<file path="src/rtl/regfile_wb_arbiter.sv">
// Register-file write-port arbiter: WriteBack has priority, one auxiliary
// result is parked in a single-entry buffer until the port is free. An entry
// blocked for MAX_WAIT cycles forces its write by stalling the pipeline once.
//
//   state | meaning
//   IDLE  | buffer empty, aux results accepted
//   HELD  | one aux entry waiting for a free port cycle
//   FORCE | forced aux write, pipeline stalled this cycle
module regfile_wb_arbiter #(
    parameter int DATA_W   = 32,
    parameter int ADDR_W   = 5,
    parameter int MAX_WAIT = 4
) (
    input  logic                 clk,
    input  logic                 rst_n,
    input  logic                 pipe_we,
    input  logic [ADDR_W-1:0]    pipe_rd,
    input  logic [DATA_W-1:0]    pipe_data,
    output logic                 pipe_stall,
    input  logic                 aux_valid,
    output logic                 aux_ready,
    input  logic [ADDR_W-1:0]    aux_rd,
    input  logic [DATA_W-1:0]    aux_data,
    input  logic                 aux_flush,
    output logic                 rf_we,
    output logic [ADDR_W-1:0]    rf_rd,
    output logic [DATA_W-1:0]    rf_data,
    output logic [2**ADDR_W-1:0] pending_mask,
    output logic                 waw_drop,
    output logic                 busy
);

    localparam int NREG  = 2**ADDR_W;
    localparam int CNT_W = $clog2(MAX_WAIT + 1);

    typedef enum logic [1:0] {
        IDLE  = 2'd0,
        HELD  = 2'd1,
        FORCE = 2'd2
    } state_t;

    state_t              r_state;
    state_t              w_state_nxt;
    logic [ADDR_W-1:0]   r_buf_rd;
    logic [DATA_W-1:0]   r_buf_data;
    logic [CNT_W-1:0]    r_wait_cnt;
    logic [NREG-1:0]     r_pending_mask;
    logic                r_waw_drop;

    logic                w_port_free;
    logic                w_hit;
    logic                w_latch;
    logic                w_sel_buf;
    logic                w_stall;
    logic                w_clear;
    logic                w_waw;
    logic                w_cnt_inc;
    logic [NREG-1:0]     w_aux_onehot;
    logic [NREG-1:0]     w_buf_onehot;

    assign w_port_free  = !pipe_we || (pipe_rd == '0);
    assign w_hit        = pipe_we && (pipe_rd == r_buf_rd);
    // A zero-destination aux result is accepted but never buffered.
    assign w_latch      = (r_state == IDLE) && aux_valid && (aux_rd != '0);
    assign w_aux_onehot = {{(NREG-1){1'b0}}, 1'b1} << aux_rd;
    assign w_buf_onehot = {{(NREG-1){1'b0}}, 1'b1} << r_buf_rd;

    // State register.
    always_ff @(posedge clk or negedge rst_n) begin
        if (!rst_n) begin
            r_state <= IDLE;
        end else begin
            r_state <= w_state_nxt;
        end
    end

    // Next-state and port-select decisions.
    always_comb begin
        w_state_nxt = r_state;
        w_sel_buf   = 1'b0;
        w_stall     = 1'b0;
        w_clear     = 1'b0;
        w_waw       = 1'b0;
        w_cnt_inc   = 1'b0;
        case (r_state)
            IDLE: begin
                if (w_latch) begin
                    w_state_nxt = HELD;
                end
            end
            HELD: begin
                if (aux_flush) begin
                    w_clear     = 1'b1;
                    w_state_nxt = IDLE;
                end else if (w_hit) begin
                    // Younger pipe write to the same register makes the entry dead.
                    w_clear     = 1'b1;
                    w_waw       = 1'b1;
                    w_state_nxt = IDLE;
                end else if (w_port_free) begin
                    w_sel_buf   = 1'b1;
                    w_clear     = 1'b1;
                    w_state_nxt = IDLE;
                end else begin
                    w_cnt_inc = 1'b1;
                    if (r_wait_cnt == CNT_W'(MAX_WAIT - 1)) begin
                        w_state_nxt = FORCE;
                    end
                end
            end
            FORCE: begin
                w_clear     = 1'b1;
                w_state_nxt = IDLE;
                if (!aux_flush) begin
                    w_sel_buf = 1'b1;
                    w_stall   = 1'b1;
                end
            end
            default: begin
                w_state_nxt = IDLE;
            end
        endcase
    end

    // Buffer, wait counter, pending mask and supersede pulse.
    always_ff @(posedge clk or negedge rst_n) begin
        if (!rst_n) begin
            r_buf_rd       <= '0;
            r_buf_data     <= '0;
            r_wait_cnt     <= '0;
            r_pending_mask <= '0;
            r_waw_drop     <= 1'b0;
        end else begin
            r_waw_drop <= w_waw;
            if (w_latch) begin
                r_buf_rd       <= aux_rd;
                r_buf_data     <= aux_data;
                r_wait_cnt     <= '0;
                r_pending_mask <= r_pending_mask | w_aux_onehot;
            end else if (w_clear) begin
                r_pending_mask <= r_pending_mask & ~w_buf_onehot;
            end else if (w_cnt_inc) begin
                r_wait_cnt <= r_wait_cnt + 1'b1;
            end
        end
    end

    // Outputs are held quiet while reset is asserted.
    assign rf_we        = rst_n && (w_sel_buf || (pipe_we && (pipe_rd != '0)));
    assign rf_rd        = w_sel_buf ? r_buf_rd   : pipe_rd;
    assign rf_data      = w_sel_buf ? r_buf_data : pipe_data;
    assign pipe_stall   = rst_n && w_stall;
    assign aux_ready    = rst_n && (r_state == IDLE);
    assign pending_mask = r_pending_mask;
    assign waw_drop     = r_waw_drop;
    assign busy         = (r_state != IDLE);

endmodule

</file>
<file path="config.mk">
export PLATFORM = sky130hd
export DESIGN_NAME = regfile_wb_arbiter
export DESIGN_NICKNAME = d
export VERILOG_FILES = /design/src/rtl/regfile_wb_arbiter.sv
export SDC_FILE = /design/constraint.sdc
export NUM_CORES = 1
export LEC_CHECK = 0
export ABC_CLOCK_PERIOD_IN_PS = 2500
export BUFFER_PORTS_ARGS = -buffer_cell sky130_fd_sc_hd__buf_2
export CAP_MARGIN = 40
export CORE_AREA = 8 8 103 105
export CTS_BUF_LIST = sky130_fd_sc_hd__clkbuf_16
export DETAILED_ROUTE_END_ITERATION = 7
export DIE_AREA = 0 0 111 113
export GPL_TIMING_DRIVEN = 0
export PLACE_DENSITY = 0.72
export SLEW_MARGIN = 10
export SYNTH_ARGS = -nofsm -noshare
export SYNTH_HDL_FRONTEND = slang
export SYNTH_SLANG_ARGS = --single-unit
</file>
<file path="constraint.sdc">
create_clock -name clk -period 2.5 [get_ports clk]
set_clock_uncertainty 0.15 [all_clocks]
set_input_delay 0.375 -clock clk [delete_from_list [all_inputs] [get_ports clk]]
set_output_delay 0.375 -clock clk [all_outputs]
set_load 0.01 [all_outputs]
</file>
==> results of run 1 <==
-- flip-flops by register name (all words and copies together) (netlist names) --
register      cells
r_buf_rd          5
pending_mask     32
waw_drop          1
r_wait_cnt        3
r_buf_data       32
r_state           2
-- power groups by stage --
| stage | Combinational [uW] | Clock, uW | Sequential [uW] |
|---|---|---|---|
| global placement | 2000 | 0 | 2120 |
| detailed placement | 2070 | 0 | 2140 |
| global route | 2570 | 1320 | 2210 |
| finish | 2330 | 1250 | 2160 |
| CTS | 2240 | 1270 | 2140 |
| floorplan | 1200 | 0 | 2160 |
-- synthesized netlist by cell type (all sizes together) (4+ instances only) --
library cell | number | share of area
a21oi | 49 | 0.064
a31oi | 7 | 0.011
buf | 11 | 0.019
clkbuf | 13 | 0.013
dfrtp | 75 | 0.49
ha | 5 | 0.016
inv | 8 | 0.0078
mux2 | 40 | 0.14
nand2 | 112 | 0.11
nor2 | 11 | 0.011
nor2b | 7 | 0.011
nor3 | 7 | 0.0091
nor4 | 4 | 0.0097
o21ai | 10 | 0.013
o41ai | 4 | 0.0091
or3 | 4 | 0.0065
-- cells by family (layout without fill, tap and decap cells) --
family	Yosys count	in the layout	synth area share
AOI/OAI and AO/OA	82	82	0.124
xor gates and xnor gates	5	5	0.0114
adders and majority gates	5	5	0.0162
buffers and inverters	32	207	0.0390
DFF	75	75	0.487
muxes	41	41	0.138
and+or+nand+nor	160	160	0.183
-- tightest hold or removal path: stages --
cell and delay [ns]:
buf_2 0.07, nand2_1 0.04, nand2_1 0.04
-- cell type report --
| class | instances | area share |
|---|---|---|
| Multi-Input combinational cell | 293 | 0.347 |
| Tap cell | 111 | 0.0252 |
| Clock inverter | 6 | 0.0107 |
| Inverter | 8 | 0.00545 |
| Buffer | 20 | 0.0234 |
| Timing Repair Buffer | 164 | 0.206 |
| Clock buffer | 9 | 0.0409 |
| Sequential cell | 75 | 0.342 |
-- worst max-delay path by stage --
stage,start,end,slack [ns],cells past startpoint
final,pipe_rd[4],rf_data[23],-0.24,9
after global routing,r_buf_rd[2],rf_data[31],-0.29,8
after global placement,pipe_rd[1],rf_data[22],-0.33,9
after CTS,pipe_rd[4],rf_data[22],-0.26,9
after floorplan,pipe_rd[1],rf_data[10],0.002,7
after detailed placement,pipe_rd[1],rf_data[13],-0.36,9
-- metal layers --
metal | part of all wire | global-route usage | wire length [um] | vias up
met4 | 0.029 | 0.0865 | 355 | 0
met3 | 0.051 | 0.0413 | 627 | 30
met1 | 0.40 | 0.217 | 4920 | 1772
met5 | 0 | 0 | 0 | -
met2 | 0.52 | 0.327 | 6480 | 139
li1 | - | - | - | 1714
-- placed cells by master, fill, tap and decap left out, drive strengths merged, types with 7 or more instances in the layout --
| cell | n |
|---|---|
| buf | 170 |
| dfrtp | 75 |
| clkbuf | 22 |
| mux2 | 40 |
| inv | 9 |
| o21ai | 10 |
| nor3 | 7 |
| nor2b | 7 |
| nand2 | 112 |
| nor2 | 11 |
| a31oi | 7 |
| a21oi | 49 |
-- repair_timing --
item	CTS	global route
buffers inserted	10	2
hold buffers	1	0
endpoints found under the setup margin	68	66
pin swaps	6	3
resized for setup	44	29
gates cloned	1	2
endpoints found under the hold margin	26	0
-- per-stage QoR --
step	cells	setup TNS [ns]
finish	686	-7.82
CTS	682	-8.31
floorplan	400	0
global placement	658	-12.60
detailed placement	659	-17.37
global route	686	-9.69
==> impl_metrics.tcl, run 1 <==
set metrics [dict create \
    status "finished with violations" \
    violations "negative setup slack" \
    path_buf_inv 4 \
    clkPwrFrac 0.218 \
    cp_data_required_time_ns 1.98 \
    fp.coreArea_um2 8980 \
    drc_errors 0 \
    grt_pass1_vias 3826 \
    grt_setup_unrepaired "true" \
    path_cells "buf_8 -> or4_4 -> o21a_1 -> a211oi_2 -> o21ai_2 -> buf_6 -> buf_12 -> mux2_4 -> buf_6" \
    synth-edff-count 0 \
    worstPathArrival_ns 2.21 \
    die_w_um 111 \
    avgViaCountPerCell 5.33 \
    overflow 0 \
    drive_above_1_share 0.430 \
    cts_sinks 75 \
    netSwitchingFraction 0.374 \
    antennaDiodeCount 0 \
    intPower_uw 3590 \
    hold_slack_ns 0.0797 \
    die_area_um2 12500 \
    numCtsBuffers 9 \
    start_kind "input port" \
    r2r_cells 8 \
    worst_slew_pin_slew_ns 0.838 \
    nets 655 \
    multiInputGateArea_um2 1910 \
    setup_viol 38 \
    synth.distinct_cells 42 \
    slew_viol_final 0 \
    min_period_ns 2.74 \
    hold_path.class "input port to register" \
    hpwl_um 8830 \
    synth_flop_cell "dfrtp_1" \
    synthesis.area_um2 3850 \
    seq_area_um2 1880 \
    synth-seq-cells 75 \
    cts_buffer_depth 2 \
    htreeDepth 3 \
    p_per_area_nw_per_um2 1040 \
    p_total_uw 5730 \
    timing.fmax_mhz 365 \
    p_seq_frac 0.376 \
    min_to "r_buf_data[14]" \
    io_pins 153 \
    grt_pass1_wl_um 19200 \
    grt_max_degree 53 \
    finalWorstSetupSlack_ns -0.238 \
    pre_cts_ws_ns -0.363 \
    crit_type "input port to output port" \
    power.switching_uw 2140 \
    power.leakage_uw 0.00285 \
    reg2reg_slack_ns 0.09 \
    ys_async_sr_fraction 1.00 \
    holdPathStages 3 \
    antenna_found_initial 0 \
    timing.rr.start "r_state[0]" \
    critPathTopFamily "buffers and inverters" \
    die_height_um 113 \
    gp_congestion 0.851 \
    end_kind "output port" \
    syn_nets 484 \
    yosysWarnings 0 \
    cts_tree "built" \
    grt.total_usage 0.188 \
    post_dp_cell_area_um2 4750 \
    syn_to_final_growth_pct 43.2 \
    min_from "aux_data[14]" \
    root_buffer "clkbuf_16" \
    drv_cap 0 \
    start_util 0.429 \
    p_comb_frac 0.406 \
    avgSynthCellArea_um2 9.62 \
    utilization 0.614 \
    cpPeakStageDelay_ns 0.53 \
    peakVddDrop_uv 417 \
    wire_per_inst_um 18.1 \
    hold_viol_final 0 \
    period_share 1.10 \
    drtAntennaViolNets 0 \
    clkTransAtPathRegs_ns 0.06 \
    clk-insertion-delay-late_ns 0.33 \
    yosysSeqAreaShare 0.487 \
    slew_headroom 0.437 \
    io_buffers 147 \
    vias 3655 \
    drt_wl_total_um 12400 \
    synthCells 400 \
    design_area_um2 5510 \
    r2r-end "pending_mask[3]" \
    path_common_cell "buf_6" \
    crit_path_top_delay_cell "or4_4" \
    firstDrtPassIters 5 \
    fillers 756 \
    critPathMaxFanout 10 \
    rows 35 \
    drt_first_iter_violations 188 \
]
(Power assumes the default switching activity.)
==> inputs of run 2 (changes only) <==
--- a/config.mk
+++ b/config.mk
@@ -14,6 +14,7 @@
 export DIE_AREA = 0 0 111 113
 export GPL_TIMING_DRIVEN = 0
 export PLACE_DENSITY = 0.72
+export REMOVE_ABC_BUFFERS = 1
 export SLEW_MARGIN = 10
 export SYNTH_ARGS = -nofsm -noshare
 export SYNTH_HDL_FRONTEND = slang
==> run 2 against run 1 <==
  * The run still ends with negative setup slack left
  * Global-route usage up 1.8 points
  * Sequential share of layout area down 1.4 points
  * Via count up 0.55%
  * Cell area up 4.2%
  * Die area unchanged
  * Sequential cell count unchanged
  * Worst hold slack better by 0.0047 ns
  * Final cell count unchanged
  * Maximum frequency down 3.1%
  * Clock power about the same
  * Power up 3.5%
  * Critical path depth unchanged
  * Critical path type unchanged
  * Critical endpoint is now rf_data[9]
  * Highest routed layer unchanged
==> impl_metrics.tcl, run 2 (same netlist as run 1, synthesis figures left out) <==
set metrics [dict create \
    start_util 0.429 \
    syn_to_final_growth_pct 49.1 \
    drt_wl_total_um 13300 \
    vias 3675 \
    drtAntennaViolNets 0 \
    clk-insertion-delay-late_ns 0.33 \
    numCtsBuffers 9 \
    fp.coreArea_um2 8980 \
    use_met2 0.336 \
    drv_cap 0 \
    drive_above_1_share 0.459 \
    cts_buffer_depth 2 \
    avgViaCountPerCell 5.36 \
    fillers 682 \
    gp_congestion 0.841 \
    violations "negative setup slack" \
    r2r_cells 8 \
    grt_pass1_vias 3935 \
    grt_pass1_wl_um 21000 \
    hpwl_um 8980 \
    drt_first_iter_violations 199 \
    die_height_um 113 \
    critPathMaxFanout 5 \
    crit_type "input port to output port" \
    worstPathArrival_ns 2.30 \
    rows 35 \
    overflow 0 \
    p_comb_frac 0.426 \
    final_cell_mix "111 x nand2_1, 111 x buf_2, 70 x dfrtp_1" \
    cp_data_required_time_ns 1.98 \
    clkPwrFrac 0.213 \
    io_buffers 152 \
    grt.total_usage 0.206 \
    hold_viol_final 0 \
    cts_sinks 75 \
    start_kind "input port" \
    power.leakage_uw 0.00292 \
    timing.fmax_mhz 354 \
    antenna_found_initial 0 \
    intPower_uw 3700 \
    die_area_um2 12500 \
    period_share 1.13 \
    die_w_um 111 \
    setup_viol 38 \
    hold_path.class "input port to register" \
    slew_viol_final 0 \
    slew_headroom 0.414 \
    clkTransAtPathRegs_ns 0.06 \
    p_seq_frac 0.361 \
    netSwitchingFraction 0.376 \
    drc_errors 0 \
    antennaDiodeCount 0 \
    wire_per_inst_um 19.4 \
    peakVddDrop_uv 584 \
    grt_use_met3 0.0762 \
    holdPathStages 3 \
    cts_tree "built" \
    power.switching_uw 2230 \
    busiest_layer "met2" \
    worst_slew_pin_slew_ns 0.873 \
    finalSetupTns_ns -10.56 \
    nets 654 \
    htreeDepth 3 \
    finalWorstSetupSlack_ns -0.327 \
    grt_max_degree 51 \
    dp.cells 644 \
    grt_use_met1 0.248 \
    root_buffer "clkbuf_16" \
    min_period_ns 2.83 \
    grt_setup_unrepaired "true" \
    firstDrtPassIters 4 \
    p_per_area_nw_per_um2 1030 \
    end_kind "output port" \
    stdcell_count 686 \
    io_pins 153 \
    status "finished with violations" \
]
==> run 2: changes by cell type in the layout (fill, tap and decap cells not counted), sizes merged <==
cell | before | now
clkbuf | 22 | 10
buf | 170 | 179
a21oi | 49 | 50
inv | 9 | 10
o21ai | 10 | 11
==> run 2: power groups by stage <==
stage	clock, uW	sequential [uW]	combinational (uW)
CTS	1280	2160	2370
detailed placement	0	2180	2040
global placement	0	2150	1910
finish	1260	2140	2530
global route	1340	2200	2790
floorplan	0	2200	1110
==> run 2: path summary, 6_finish.rpt <==
path                               start  slack, ns         endpoint
hold / removal               aux_data[8]       0.08    r_buf_data[8]
hold reg to reg            r_buf_data[9]       0.32    r_buf_data[9]
min in group asynchronous          rst_n       0.43   r_buf_data[12]
setup / recovery              pipe_rd[3]      -0.33       rf_data[9]
max in group asynchronous          rst_n       1.50      r_buf_rd[3]
setup reg to reg              r_state[0]       0.06  pending_mask[6]
==> run 2: per-layer routing <==
layer	vias to the layer above	wire length, um	part of all wire
li1	1713	-	-
met1	1756	5440	0.41
met2	189	6330	0.48
met3	17	1320	0.10
met4	0	179	0.013
met5	-	0	0
==> run 2: per-stage QoR <==
step | area (um2) | total power [uW] | hold slack (ns) | setup slack, ns | util
2_1_floorplan | 3730 | 3300 | -0.0706 | -1.74 | -
3_3_place_gp | 4630 | 4060 | 0.306 | -2.71 | 0.516
3_5_place_dp | 4770 | 4220 | 0.177 | -0.590 | 0.532
4_1_cts | 5600 | 5820 | 0.0719 | -0.404 | 0.624
5_1_grt | 5740 | 6330 | 0.0837 | -0.370 | 0.640
6_report | 5740 | 5940 | 0.0844 | -0.327 | 0.640
==> run 2: what timing repair did <==
action	4_1_cts	5_1_grt
pin swaps	7	6
endpoints found under the setup margin	57	62
cloned	4	1
resized for setup	66	17
hold buffers	2	0
hold endpoints to repair	28	0
buffers inserted	11	9
==> run 2: critical path, stage by stage <==
cell	delay, ns
buf_8	0.10
or4_4	0.53
o21a_1	0.22
a211oi_4	0.23
o21ai_4	0.13
buf_12	0.16
buf_16	0.13
mux2_4	0.30
buf_6	0.12
==> run 2: final cells by class <==
cell class	count	area, um2	share of cell area
flip-flops and latches	75	1880	0.328
clock buffers	9	225	0.0392
repair buffers	181	1420	0.247
well taps	111	139	0.0242
multi-input cells	295	1980	0.344
inverters	8	30.0	0.00523
clock inverters	7	67.6	0.0118
==> inputs of run 3 (changes only) <==
--- a/config.mk
+++ b/config.mk
@@ -15,6 +15,7 @@
 export GPL_TIMING_DRIVEN = 0
 export PLACE_DENSITY = 0.72
 export REMOVE_ABC_BUFFERS = 1
+export SETUP_SLACK_MARGIN = 0.2
 export SLEW_MARGIN = 10
 export SYNTH_ARGS = -nofsm -noshare
 export SYNTH_HDL_FRONTEND = slang
==> run 3 against run 2 <==
  * The flow still finishes with violations (negative setup slack)
  * First-iteration DRC count is 2.0% higher
  * Clock power about the same
  * Count of clock-buffer cells in the layout did not move
  * Global-route usage grew 0.24 points
  * Worst hold slack barely moved
  * Highest routed layer unchanged
  * Setup slack got worse by 0.0091 ns
  * Die area unchanged
  * Final cell count is 1.2% higher
  * Maximum frequency decreased by 0.32%
  * Routed wire length is 2.2% higher
  * Critical path depth unchanged
==> impl_metrics.tcl, run 3 (same netlist as run 1, synthesis figures left out) <==
set metrics [dict create \
    path_cells "buf_8 -> or4_4 -> o21a_1 -> a211oi_4 -> o21ai_4 -> buf_12 -> buf_16 -> mux2_4 -> buf_6" \
    multiInputGateArea_um2 2060 \
    worstPathArrival_ns 2.31 \
    cp_data_required_time_ns 1.98 \
    pre_cts_ws_ns -0.590 \
    die_area_um2 12500 \
    hold_viol_final 0 \
    drc_errors 0 \
    critPathMaxFanout 5 \
    cts_buffer_depth 2 \
    antenna_found_initial 0 \
    crit_type "input port to output port" \
    stdcell_count 694 \
    start_kind "input port" \
    syn_to_final_growth_pct 53.8 \
    drt_first_iter_violations 203 \
    hpwl_um 8980 \
    min_period_ns 2.84 \
    crit_start "pipe_rd[3]" \
    end_kind "output port" \
    slew_headroom 0.405 \
    grt_max_degree 51 \
    grt_pass1_vias 3952 \
    drtAntennaViolNets 0 \
    final_cell_mix "111 x nand2_1, 111 x buf_2, 70 x dfrtp_1" \
    crit_path_top_delay_cell "or4_4" \
    critPathTopFamily "compound AO/OA/AOI/OAI gates" \
    drt_wl_total_um 13600 \
    p_per_area_nw_per_um2 1040 \
    root_buffer "clkbuf_16" \
    io_buffers 152 \
    worst_slew_pin_slew_ns 0.886 \
    start_util 0.429 \
    fp.coreArea_um2 8980 \
    hold_path.class "input port to register" \
    clk-insertion-delay-late_ns 0.33 \
    antennaDiodeCount 0 \
    peakVddDrop_uv 584 \
    slew_viol_final 0 \
    fillers 657 \
    numCtsBuffers 9 \
    drv_cap 0 \
    clkTransAtPathRegs_ns 0.06 \
    finalSetupTns_ns -11.57 \
    grt_setup_unrepaired "true" \
    p_total_uw 6130 \
    timing.rr.start "r_state[0]" \
    drive_above_1_share 0.484 \
    nets 662 \
    power.leakage_uw 0.00298 \
    path_buf_inv 4 \
    timing.fmax_mhz 353 \
    firstDrtPassIters 4 \
    seq_area_um2 1880 \
    die_height_um 113 \
    finalWorstSetupSlack_ns -0.336 \
    vias 3750 \
    cts_tree "built" \
    period_share 1.13 \
    wire_per_inst_um 19.6 \
    gp_congestion 0.841 \
    grt_pass1_wl_um 21300 \
    violations "negative setup slack" \
    setup_viol 38 \
    die_w_um 111 \
    grt.total_usage 0.209 \
    avgViaCountPerCell 5.40 \
    io_pins 153 \
    dp.cells 644 \
    min_from "aux_data[8]" \
    cts_sinks 75 \
    overflow 0 \
    status "finished with violations" \
    htreeDepth 3 \
    hold_slack_ns 0.0849 \
    cpPeakStageDelay_ns 0.53 \
    rows 35 \
]
[run 3: cell types whose count changed in the layout (fill, tap and decap cells not counted), sizes merged]
cell / previous run / this run
buf: 179 / 187
[run 3: area by class of cell]
class / instances / area share
multi-input combinational: 295 / 0.349
sequential: 75 / 0.318
timing repair buffer: 189 / 0.255
clock buffer: 9 / 0.0380
tap: 111 / 0.0235
clock inverter: 7 / 0.0114
inverter: 8 / 0.00507
[run 3: final timing paths]
kind                            cells after the start  slack (ns)               to
worst max-delay path                                9       -0.34       rf_data[9]
worst min-delay path                                3        0.08    r_buf_data[8]
max in group asynchronous                           3        1.49      r_buf_rd[4]
worst min register to register                      2        0.32    r_buf_data[9]
worst max register to register                      9        0.23  pending_mask[0]
min in group asynchronous                           3        0.43   r_buf_data[12]
[run 3: metrics by stage]
stage,utilization,area (um2)
floorplan,-,3730
global placement,0.516,4630
detailed placement,0.532,4770
CTS,0.635,5700
global route,0.660,5920
finish,0.660,5920
[run 3: worst min-delay path, stage by stage]
cell	delay, ns
buf_2	0.07
nand2_1	0.04
nand2_1	0.05
[run 3: report_power, final]
| group | switching (uW) | internal (uW) |
|---|---|---|
| logic | 1460 | 1250 |
| registers | 369 | 1790 |
| clock network | 492 | 768 |
| total | 2320 | 3810 |
[run 3: timing repair]
action | 4_1_cts | 5_1_grt
endpoints found under the setup margin | 73 | 62
hold buffers | 2 | 0
hold endpoints to repair | 28 | 0
gates resized for setup | 79 | 25
gates cloned | 4 | 1
pin swaps | 9 | 14
buffers inserted | 14 | 13
[run 3: layer usage]
layer | routed length (um) | up-vias | GRT usage | share of wire
met5 | 0 | - | 0 | 0
met4 | 123 | 0 | 0.0613 | 0.0091
met3 | 1290 | 11 | 0.0720 | 0.095
met2 | 6580 | 197 | 0.345 | 0.48
met1 | 5580 | 1809 | 0.252 | 0.41
li1 | - | 1733 | - | -
